<file path="src/rtl/bin_to_bcd8_if.sv">
// Purpose: start/busy/done handshake and result bus of the binary-to-BCD converter.
// Latency: none, wires only.
// Backpressure: none; the requester must wait for busy=0 before a new start is taken.
interface bin_to_bcd8_if #(
    parameter int BIN_W = 27
);
    logic             start;
    logic [BIN_W-1:0] bin_in;
    logic             busy;
    logic             done;
    logic [15:0]      digits_A;
    logic [15:0]      digits_B;
    logic             overflow;

    modport master (
        output start, bin_in,
        input  busy, done, digits_A, digits_B, overflow
    );

    modport slave (
        input  start, bin_in,
        output busy, done, digits_A, digits_B, overflow
    );
endinterface

</file>
<file path="src/rtl/bin_to_bcd8.sv">
// Purpose: sequential double-dabble, unsigned BIN_W-bit count -> eight BCD digits.
// Latency: done is high BIN_W+1 clock edges after start is driven (edge that samples start counts as the first).
// Backpressure: start is taken only in IDLE; a start while busy (SHIFT or DONE) is dropped.
// Option: `define BCD_SATURATE_EN to clamp values above 99,999,999 to all nines and flag overflow.
module bin_to_bcd8 #(
    parameter int BIN_W = 27
) (
    input  logic          clk,
    input  logic          rst,
    bin_to_bcd8_if.slave  bus
);
    localparam int CNT_W = 5;

    typedef enum logic [1:0] {
        IDLE,
        SHIFT,
        DONE
    } state_t;

    state_t             state, state_nxt;
    logic [BIN_W-1:0]   shf_q;
    logic [31:0]        bcd_q;
    logic [CNT_W-1:0]   cnt_q;
    logic [15:0]        dig_a_q;
    logic [15:0]        dig_b_q;
    logic [31:0]        bcd_adj;
    logic [BIN_W+31:0]  cat_shl;
    logic [31:0]        bcd_nxt;
    logic [BIN_W-1:0]   shf_nxt;
    logic               last_shift;
`ifdef BCD_SATURATE_EN
    logic               ovf_q;
    logic               ovf_out_q;
`endif

    // Add-3 correction on every nibble at once, then one joint left shift of {bcd, shift}.
    always_comb begin
        bcd_adj = 32'h0;
        for (int i = 0; i < 8; i++) begin
            if (bcd_q[4*i +: 4] >= 4'd5) begin
                bcd_adj[4*i +: 4] = bcd_q[4*i +: 4] + 4'd3;
            end else begin
                bcd_adj[4*i +: 4] = bcd_q[4*i +: 4];
            end
        end
        cat_shl = {bcd_adj, shf_q} << 1;
        bcd_nxt = cat_shl[BIN_W+31:BIN_W];
        shf_nxt = cat_shl[BIN_W-1:0];
    end

    assign last_shift = (state == SHIFT) && (cnt_q == CNT_W'(1));

    // State register.
    always_ff @(posedge clk or posedge rst) begin
        if (rst) begin
            state <= IDLE;
        end else begin
            state <= state_nxt;
        end
    end

    // Next-state decode.
    always_comb begin
        state_nxt = state;
        case (state)
            IDLE:    if (bus.start) state_nxt = SHIFT;
            SHIFT:   if (cnt_q == CNT_W'(1)) state_nxt = DONE;
            DONE:    state_nxt = IDLE;
            default: state_nxt = IDLE;
        endcase
    end

    // Conversion datapath: load on accepted start, one shift per SHIFT cycle.
    always_ff @(posedge clk or posedge rst) begin
        if (rst) begin
            shf_q <= '0;
            bcd_q <= 32'h0;
            cnt_q <= '0;
`ifdef BCD_SATURATE_EN
            ovf_q <= 1'b0;
`endif
        end else if (state == IDLE && bus.start) begin
            shf_q <= bus.bin_in;
            bcd_q <= 32'h0;
            cnt_q <= CNT_W'(BIN_W);
`ifdef BCD_SATURATE_EN
            ovf_q <= (32'(bus.bin_in) > 32'd99_999_999);
`endif
        end else if (state == SHIFT) begin
            shf_q <= shf_nxt;
            bcd_q <= bcd_nxt;
            cnt_q <= cnt_q - CNT_W'(1);
        end
    end

    // Result registers are written with the final shifted value on the edge that
    // enters DONE, so they are valid for the whole done cycle and never show partials.
    always_ff @(posedge clk or posedge rst) begin
        if (rst) begin
            dig_a_q <= 16'h0;
            dig_b_q <= 16'h0;
`ifdef BCD_SATURATE_EN
            ovf_out_q <= 1'b0;
`endif
        end else if (last_shift) begin
`ifdef BCD_SATURATE_EN
            if (ovf_q) begin
                dig_a_q   <= 16'h9999;
                dig_b_q   <= 16'h9999;
                ovf_out_q <= 1'b1;
            end else begin
                dig_a_q   <= bcd_nxt[15:0];
                dig_b_q   <= bcd_nxt[31:16];
                ovf_out_q <= 1'b0;
            end
`else
            dig_a_q <= bcd_nxt[15:0];
            dig_b_q <= bcd_nxt[31:16];
`endif
        end
    end

    assign bus.busy     = (state != IDLE);
    assign bus.done     = (state == DONE);
    assign bus.digits_A = dig_a_q;
    assign bus.digits_B = dig_b_q;
`ifdef BCD_SATURATE_EN
    assign bus.overflow = ovf_out_q;
`else
    assign bus.overflow = 1'b0;
`endif
endmodule

</file>
<file path="src/flat_wrapper.sv">
// flat-port wrapper written by rule: the top's interface ports become plain ports
module bin_to_bcd8_flat 
#(
    parameter int BIN_W = 27
)
  (clk, rst, bus_start, bus_bin_in, bus_busy, bus_done, bus_digits_A, bus_digits_B, bus_overflow);
  bin_to_bcd8_if #(.BIN_W(BIN_W)) bus_i ();
  input  logic clk;
  input  logic rst;
  input wire logic [$bits(bus_i.start)-1:0] bus_start;
  input wire logic [$bits(bus_i.bin_in)-1:0] bus_bin_in;
  output wire logic [$bits(bus_i.busy)-1:0] bus_busy;
  output wire logic [$bits(bus_i.done)-1:0] bus_done;
  output wire logic [$bits(bus_i.digits_A)-1:0] bus_digits_A;
  output wire logic [$bits(bus_i.digits_B)-1:0] bus_digits_B;
  output wire logic [$bits(bus_i.overflow)-1:0] bus_overflow;
  assign bus_i.start = bus_start;
  assign bus_i.bin_in = bus_bin_in;
  assign bus_busy = bus_i.busy;
  assign bus_done = bus_i.done;
  assign bus_digits_A = bus_i.digits_A;
  assign bus_digits_B = bus_i.digits_B;
  assign bus_overflow = bus_i.overflow;
  bin_to_bcd8 #(.BIN_W(BIN_W)) u_core (.clk(clk), .rst(rst), .bus(bus_i));
endmodule
</file>
<file path="config.mk">
export PLATFORM = sky130hd
export DESIGN_NAME = bin_to_bcd8_flat
export DESIGN_NICKNAME = d
export VERILOG_FILES = /design/src/rtl/bin_to_bcd8_if.sv /design/src/rtl/bin_to_bcd8.sv /design/src/flat_wrapper.sv
export SDC_FILE = /design/constraint.sdc
export NUM_CORES = 1
export LEC_CHECK = 0
export ABC_AREA = 0
export CORE_ASPECT_RATIO = 0.6
export CORE_MARGIN = 3
export CORE_UTILIZATION = 54
export DETAILED_ROUTE_END_ITERATION = 12
export PLACE_DENSITY = 0.79
export SLEW_MARGIN = 20
export SYNTH_ARGS = -nofsm -noshare
export SYNTH_HDL_FRONTEND = slang
export SYNTH_SLANG_ARGS = --single-unit
</file>
<file path="constraint.sdc">
create_clock -name clk -period 3.8 [get_ports clk]
set_input_delay 0.57 -clock clk [delete_from_list [all_inputs] [get_ports clk]]
set_output_delay 0.57 -clock clk [all_outputs]
set_load 0.005 [all_outputs]
</file>
==> results_dict.tcl, run 1 <==
set metrics [dict create \
    grt_pass1_wl_um 17000 \
    power_density_mw_per_mm2 899 \
    required_ns 3.23 \
    post_cts.repair.setup_buffers 0 \
    synth.most_common_cell "dfrtp_1" \
    rsz0062_at_grt "false" \
    clock_latency_ns 0.34 \
    synth-edff-count 0 \
    pwr-share-seq_pct 38.5 \
    synth_top_area_share_pct 53.9 \
    ys.warnings.count 0 \
    drt_first_pass_iters 5 \
    critPathSlowestCell "dfrtp_1" \
    grt_max_degree 51 \
    grt.overflow.total 0 \
    peakVddDrop_uv 449 \
    slew_headroom_pct 38.8 \
    core_mm2 0.00804 \
    wire_per_inst_um 17.0 \
    switching_power_mw 1.82 \
    drt_iter0_markers 201 \
    total_leakage_power_nw 2.51 \
    remaining_drc_errors 0 \
    drt_wl_total_um 10000 \
    hold_path_class "reg2reg" \
    fmax_mhz 470 \
    tightest_slew_ns 0.919 \
    antenna_found_initial 0 \
    cp_max_fo 6 \
    drv_cap 0 \
    synth_area_leaders "dfrtp_1 (54%), nand2_1 (6.0%), ha_1 (5.0%), a22oi_1 (4.3%), mux2_2 (4.2%)" \
    reg2reg_depth 7 \
    avgViaCountPerCell 5.82 \
    cts_max_path_buffers 2 \
    cts_num_sinks 98 \
    dp_hpwl_um 6710 \
    switching_share_pct 36.4 \
    fillCellCount 587 \
    setup_viol 0 \
    min_path_cells 2 \
    min_to "u_core.shf_q[5]$_DFFE_PP0P_" \
    min_from "u_core.shf_q[5]$_DFFE_PP0P_" \
    antenna_left 0 \
    fin_crit_ns 2.13 \
    synthTopCellsByCount "dfrtp_1 (98), nand2_1 (73), a22oi_1 (26), o21ai_0 (26), a21oi_1 (24)" \
    intPower_mw 3.19 \
    endpoint_kind "output pin" \
    start_util_pct 56.5 \
    synth_area_mm2 0.00455 \
    cts_buffers 9 \
    h-tree-depth 3 \
    synth_ff_type "dfrtp_1" \
    worstSetupPathType "reg2out" \
    slowest_delay_ns 0.45 \
    grt.total_usage_pct 22.0 \
    hold_buffers 0 \
    row_count 25 \
    syn_nets 469 \
    port_buffers 63 \
    hold_viol_final 0 \
    post-route-period-util_pct 56.0 \
    final.setup.tns_ns 0 \
    synth_top_area_cell "dfrtp_1" \
    finalPower_mw 5.01 \
    gp_congestion 0.842 \
    timing.rr.start "u_core.cnt_q[1]$_DFFE_PP0P_" \
    multi_input_area_mm2 0.00192 \
    syn_inst 421 \
    r2r-end "u_core.bus.digits_B[6]$_DFFE_PP0P_" \
    clock_skew_ns 0.00528 \
    ios 65 \
    cts_repair_resize_count 0 \
    regArea_mm2 0.00245 \
    cp-start-kind "register" \
    final_cells 590 \
    syn_to_final_growth_pct 22.5 \
    pwr-share-clk_pct 18.4 \
    synthArstFlopShare_pct 100 \
    vias 3435 \
    crit_chain "or2_2, clkdlybuf4s50_1" \
    ys_types 32 \
    dieArea_mm2 0.00959 \
    pwr-share-comb_pct 43.2 \
    clk_pin_slew_ns 0.06 \
    cts_tree "done" \
    antenna_cells 0 \
    drive_gt1_share_pct 9.13 \
    nNetsFinal 526 \
    grt_pass1_vias 3472 \
    run_status "completed" \
    die-width_um 124 \
    die_y_um 77.1 \
    worstPathArrival_ns 1.56 \
    ys_seq_area_share_pct 53.9 \
    cts_root_buffer "clkbuf_16" \
    dp_cells 575 \
    drv_slew 0 \
    syn_avg_cell_area_um2 10.8 \
    critPathTopFamily "flip-flops" \
    synth_seq_cells 98 \
    r2r_slack_ns 1.71 \
    cp_num_buf_inv 1 \
]
==> logic make-up after synthesis <==
logic type	synth area share [%]
compound gates	17.3
simple gates	11.9
flops	53.9
buf+inv	4.16
mux	5.97
fa+ha+maj	4.95
xor+xnor	1.73
other cells	0.0825
==> metal layers <==
layer | vias to the layer above | wire length [um] | part of all wire (%) | track usage [%]
met5 | - | 0 | 0 | 0
met3 | 19 | 487 | 4.9 | 5.43
li1 | 1606 | - | - | -
met1 | 1709 | 4760 | 47 | 31.3
met4 | 0 | 179 | 1.8 | 7.66
met2 | 101 | 4600 | 46 | 33.2
==> cell type report <==
type	count	area share (%)
Sequential cell	98	44.0
Multi-Input combinational cell	281	34.5
Timing Repair Buffer	68	12.2
Clock buffer	13	4.85
Tap cell	108	2.43
Inverter	20	1.39
Clock inverter	2	0.629
==> cells in the final DEF, fill, tap and decap left out, types with 15 or more instances in the layout <==
cell / count
dfrtp_1: 98
clkdlybuf4s50_1: 63
nor3b_1: 15
nand2_1: 73
mux2_2: 17
a22oi_1: 26
ha_1: 18
inv_1: 18
o21ai_0: 26
a21oi_1: 24
a22o_1: 16
==> sequential cells by signal, indices dropped and copies added (netlist names) <==
register,count
u_core.bcd_q,32
u_core.shf_q,27
u_core.bus.digits_A,16
u_core.bus.digits_B,16
u_core.cnt_q,5
u_core.state,2
==> stage by stage <==
stage / utilization (%) / worst slack [ns] / instance area (um2) / hold WS [ns]
global placement: 65.5 / 1.55 / 5270 / 0.458
detailed placement: 65.5 / 1.52 / 5270 / 0.466
CTS: 69.3 / 1.66 / 5570 / 0.482
finish: 69.3 / 1.67 / 5570 / 0.481
floorplan: - / 0.668 / 4550 / 0.446
global route: 69.3 / 1.52 / 5570 / 0.502
==> power groups by stage <==
| stage | Sequential, mW | Combinational, mW | Clock (mW) |
|---|---|---|---|
| 2_1_floorplan | 1.85 | 1.43 | 0 |
| 3_3_place_gp | 1.89 | 2.04 | 0 |
| 3_5_place_dp | 1.93 | 2.16 | 0 |
| 4_1_cts | 1.92 | 2.18 | 0.936 |
| 5_1_grt | 2.00 | 2.41 | 0.980 |
| 6_report | 1.93 | 2.16 | 0.920 |
==> how the worst max path moves through the flow <==
stage               cells past startpoint                            endpoint  slack (ns)                         from
finish                                  2                            bus_busy        1.67  u_core.state[1]$_DFFE_PP0P_
global route                            7  u_core.bus.digits_B[6]$_DFFE_PP0P_        1.52  u_core.cnt_q[1]$_DFFE_PP0P_
CTS                                     2                            bus_busy        1.66  u_core.state[1]$_DFFE_PP0P_
detailed placement                      6        u_core.shf_q[16]$_DFFE_PP0P_        1.52                    bus_start
global placement                        5         u_core.bcd_q[1]$_DFFE_PP0P_        1.55                    bus_start
floorplan                               1         u_core.bcd_q[0]$_DFFE_PP0P_        0.67                          rst
==> worst reg2reg max path: stages (launching register included) <==
cell	delay [ns]
dfrtp_1	0.39
inv_1	0.08
ha_1	0.15
nor4b_2	0.25
nand2_1	0.08
buf_4	0.24
inv_2	0.38
mux2_2	0.40
Power figures use the tool's default switching activity.
==> run 2, diff against run 1 <==
- clock period: 3.8 -> 2 ns (I/O delays scaled with it)
==> results_dict.tcl, run 2 (same netlist as run 1, synthesis figures left out) <==
set metrics [dict create \
    cp_num_buf_inv 1 \
    dp_cells 581 \
    clock_skew_ns 0.00759 \
    fmax_mhz 540 \
    dpl-instance-area_mm2 0.00534 \
    drt_iter0_markers 225 \
    reg_top3 "u_core.bcd_q: 32 flops, u_core.shf_q: 27 flops" \
    whs_ns 0.242 \
    hold_path_class "in2async" \
    cp-start-kind "register" \
    start_util_pct 56.5 \
    drt_first_pass_iters 5 \
    cp_num_cells 2 \
    grt.overflow.total 0 \
    grt_pass1_wl_um 17100 \
    clk_pin_slew_ns 0.07 \
    grt_max_degree 52 \
    cts_tree "done" \
    antenna_cells 0 \
    endpoint_kind "output pin" \
    h-tree-depth 3 \
    met2_length_um 4640 \
    hold_buffers 0 \
    required_ns 1.70 \
    ios 65 \
    pwr-share-seq_pct 38.6 \
    timing.rr.start "u_core.bcd_q[1]$_DFFE_PP0P_" \
    run_status "completed" \
    regMostFlops "u_core.bcd_q" \
    gp_congestion 0.788 \
    cp_max_fo 6 \
    slowest_delay_ns 0.45 \
    antenna_found_initial 0 \
    critPathSlowestCell "dfrtp_1" \
    drt_wl_total_um 9890 \
    r2r-end "u_core.bus.digits_A[2]$_DFFE_PP0P_" \
    setup_viol 0 \
    die_y_um 77.1 \
    cts_repair_resize_count 0 \
    die-width_um 124 \
    drv_slew 0 \
    final.setup.tns_ns 0 \
    switching_power_mw 3.47 \
    met1_length_um 4760 \
    pwr-share-clk_pct 17.2 \
    dr_wl_met3_um 366 \
    top_layer "met4" \
    cts_num_sinks 98 \
    drive_gt1_share_pct 10.4 \
    core_mm2 0.00804 \
    fin_crit_ns 1.85 \
    drv_cap 0 \
    reg2reg_depth 6 \
    worstPathArrival_ns 1.55 \
    layout_common_cells "dfrtp_1 (98), nand2_1 (73), clkdlybuf4s50_1 (63)" \
    crit_chain "or2_2, clkdlybuf4s50_1" \
    grt.total_usage_pct 21.8 \
    rsz0062_at_grt "false" \
    total_leakage_power_nw 2.52 \
    pwr-share-comb_pct 44.2 \
    post_cts.repair.setup_buffers 0 \
    peakVddDrop_uv 832 \
    syn_to_final_growth_pct 23.6 \
    final_cells 597 \
    critPathTopFamily "flip-flops" \
    r2r_slack_ns 0.21 \
    antenna_left 0 \
    post-route-period-util_pct 92.6 \
    avgViaCountPerCell 5.67 \
    switching_share_pct 36.8 \
    intPower_mw 5.96 \
    wire_per_inst_um 16.6 \
    grt_pass1_vias 3499 \
    final_area_mm2 0.00562 \
    cts_root_buffer "clkbuf_16" \
    largest_register_ff_count 32 \
    clock_latency_ns 0.34 \
    row_count 25 \
    dp_hpwl_um 6650 \
    worstSetupPathType "reg2out" \
    finalPower_mw 9.43 \
    hold_viol_final 0 \
    tightest_slew_ns 0.656 \
    remaining_drc_errors 0 \
    vias 3384 \
    cts_buffers 9 \
    slew_headroom_pct 56.2 \
    port_buffers 63 \
    nNetsFinal 532 \
    power_density_mw_per_mm2 1680 \
    cts_max_path_buffers 2 \
    dieArea_mm2 0.00959 \
    layout_commonest_cell "dfrtp_1" \
]
==> run 2: cell count changes in the layout (fill, tap and decap cells not counted) <==
cell / change
clkinvlp_4: +2
clkinv_2: +2
inv_4: -1
inv_2: -1
buf_4: +4
clkinv_4: +1
bufinv_16: -1
clkbuf_8: -1
buf_12: +2
==> run 2: layer usage <==
layer,track usage [%],up-vias
met4,6.46,0
met3,5.98,14
met1,30.5,1670
met2,33.7,74
met5,0,-
li1,-,1626
==> run 2: stage by stage <==
| step | util, % | setup slack, ns |
|---|---|---|
| floorplan | - | 0.359 |
| global placement | 66.4 | 0.139 |
| detailed placement | 66.4 | 0.0976 |
| CTS | 69.9 | 0.138 |
| global route | 69.9 | 0.0762 |
| finish | 69.9 | 0.148 |
==> run 2: how the worst max path moves through the flow <==
| stage | slack, ns | end | from |
|---|---|---|---|
| after floorplan | 0.36 | u_core.bus.digits_A[10]$_DFFE_PP0P_ | u_core.cnt_q[1]$_DFFE_PP0P_ |
| after global placement | 0.14 | u_core.bcd_q[19]$_DFFE_PP0P_ | bus_start |
| after detailed placement | 0.1 | u_core.bcd_q[23]$_DFFE_PP0P_ | bus_start |
| after CTS | 0.14 | bus_busy | u_core.state[1]$_DFFE_PP0P_ |
| after global routing | 0.08 | u_core.bus.digits_A[2]$_DFFE_PP0P_ | u_core.cnt_q[1]$_DFFE_PP0P_ |
| final | 0.15 | bus_busy | u_core.state[1]$_DFFE_PP0P_ |
==> run 2: power by group through the flow <==
| stage | clock [mW] | combinational, mW | sequential, mW |
|---|---|---|---|
| final | 1.62 | 4.16 | 3.64 |
| after global routing | 1.75 | 4.64 | 3.78 |
| after CTS | 1.66 | 4.20 | 3.63 |
| after detailed placement | 0 | 4.14 | 3.65 |
| after global placement | 0 | 3.95 | 3.60 |
| after floorplan | 0 | 2.71 | 3.52 |
==> run 2: cell type report <==
type / count / area, um2
multi-input cells: 281 / 1920
clock inverters: 4 / 26.3
well taps: 108 / 135
clock buffers: 12 / 256
flip-flops and latches: 98 / 2450
repair buffers: 74 / 751
fillers: 603 / 2420
inverters: 20 / 80.1
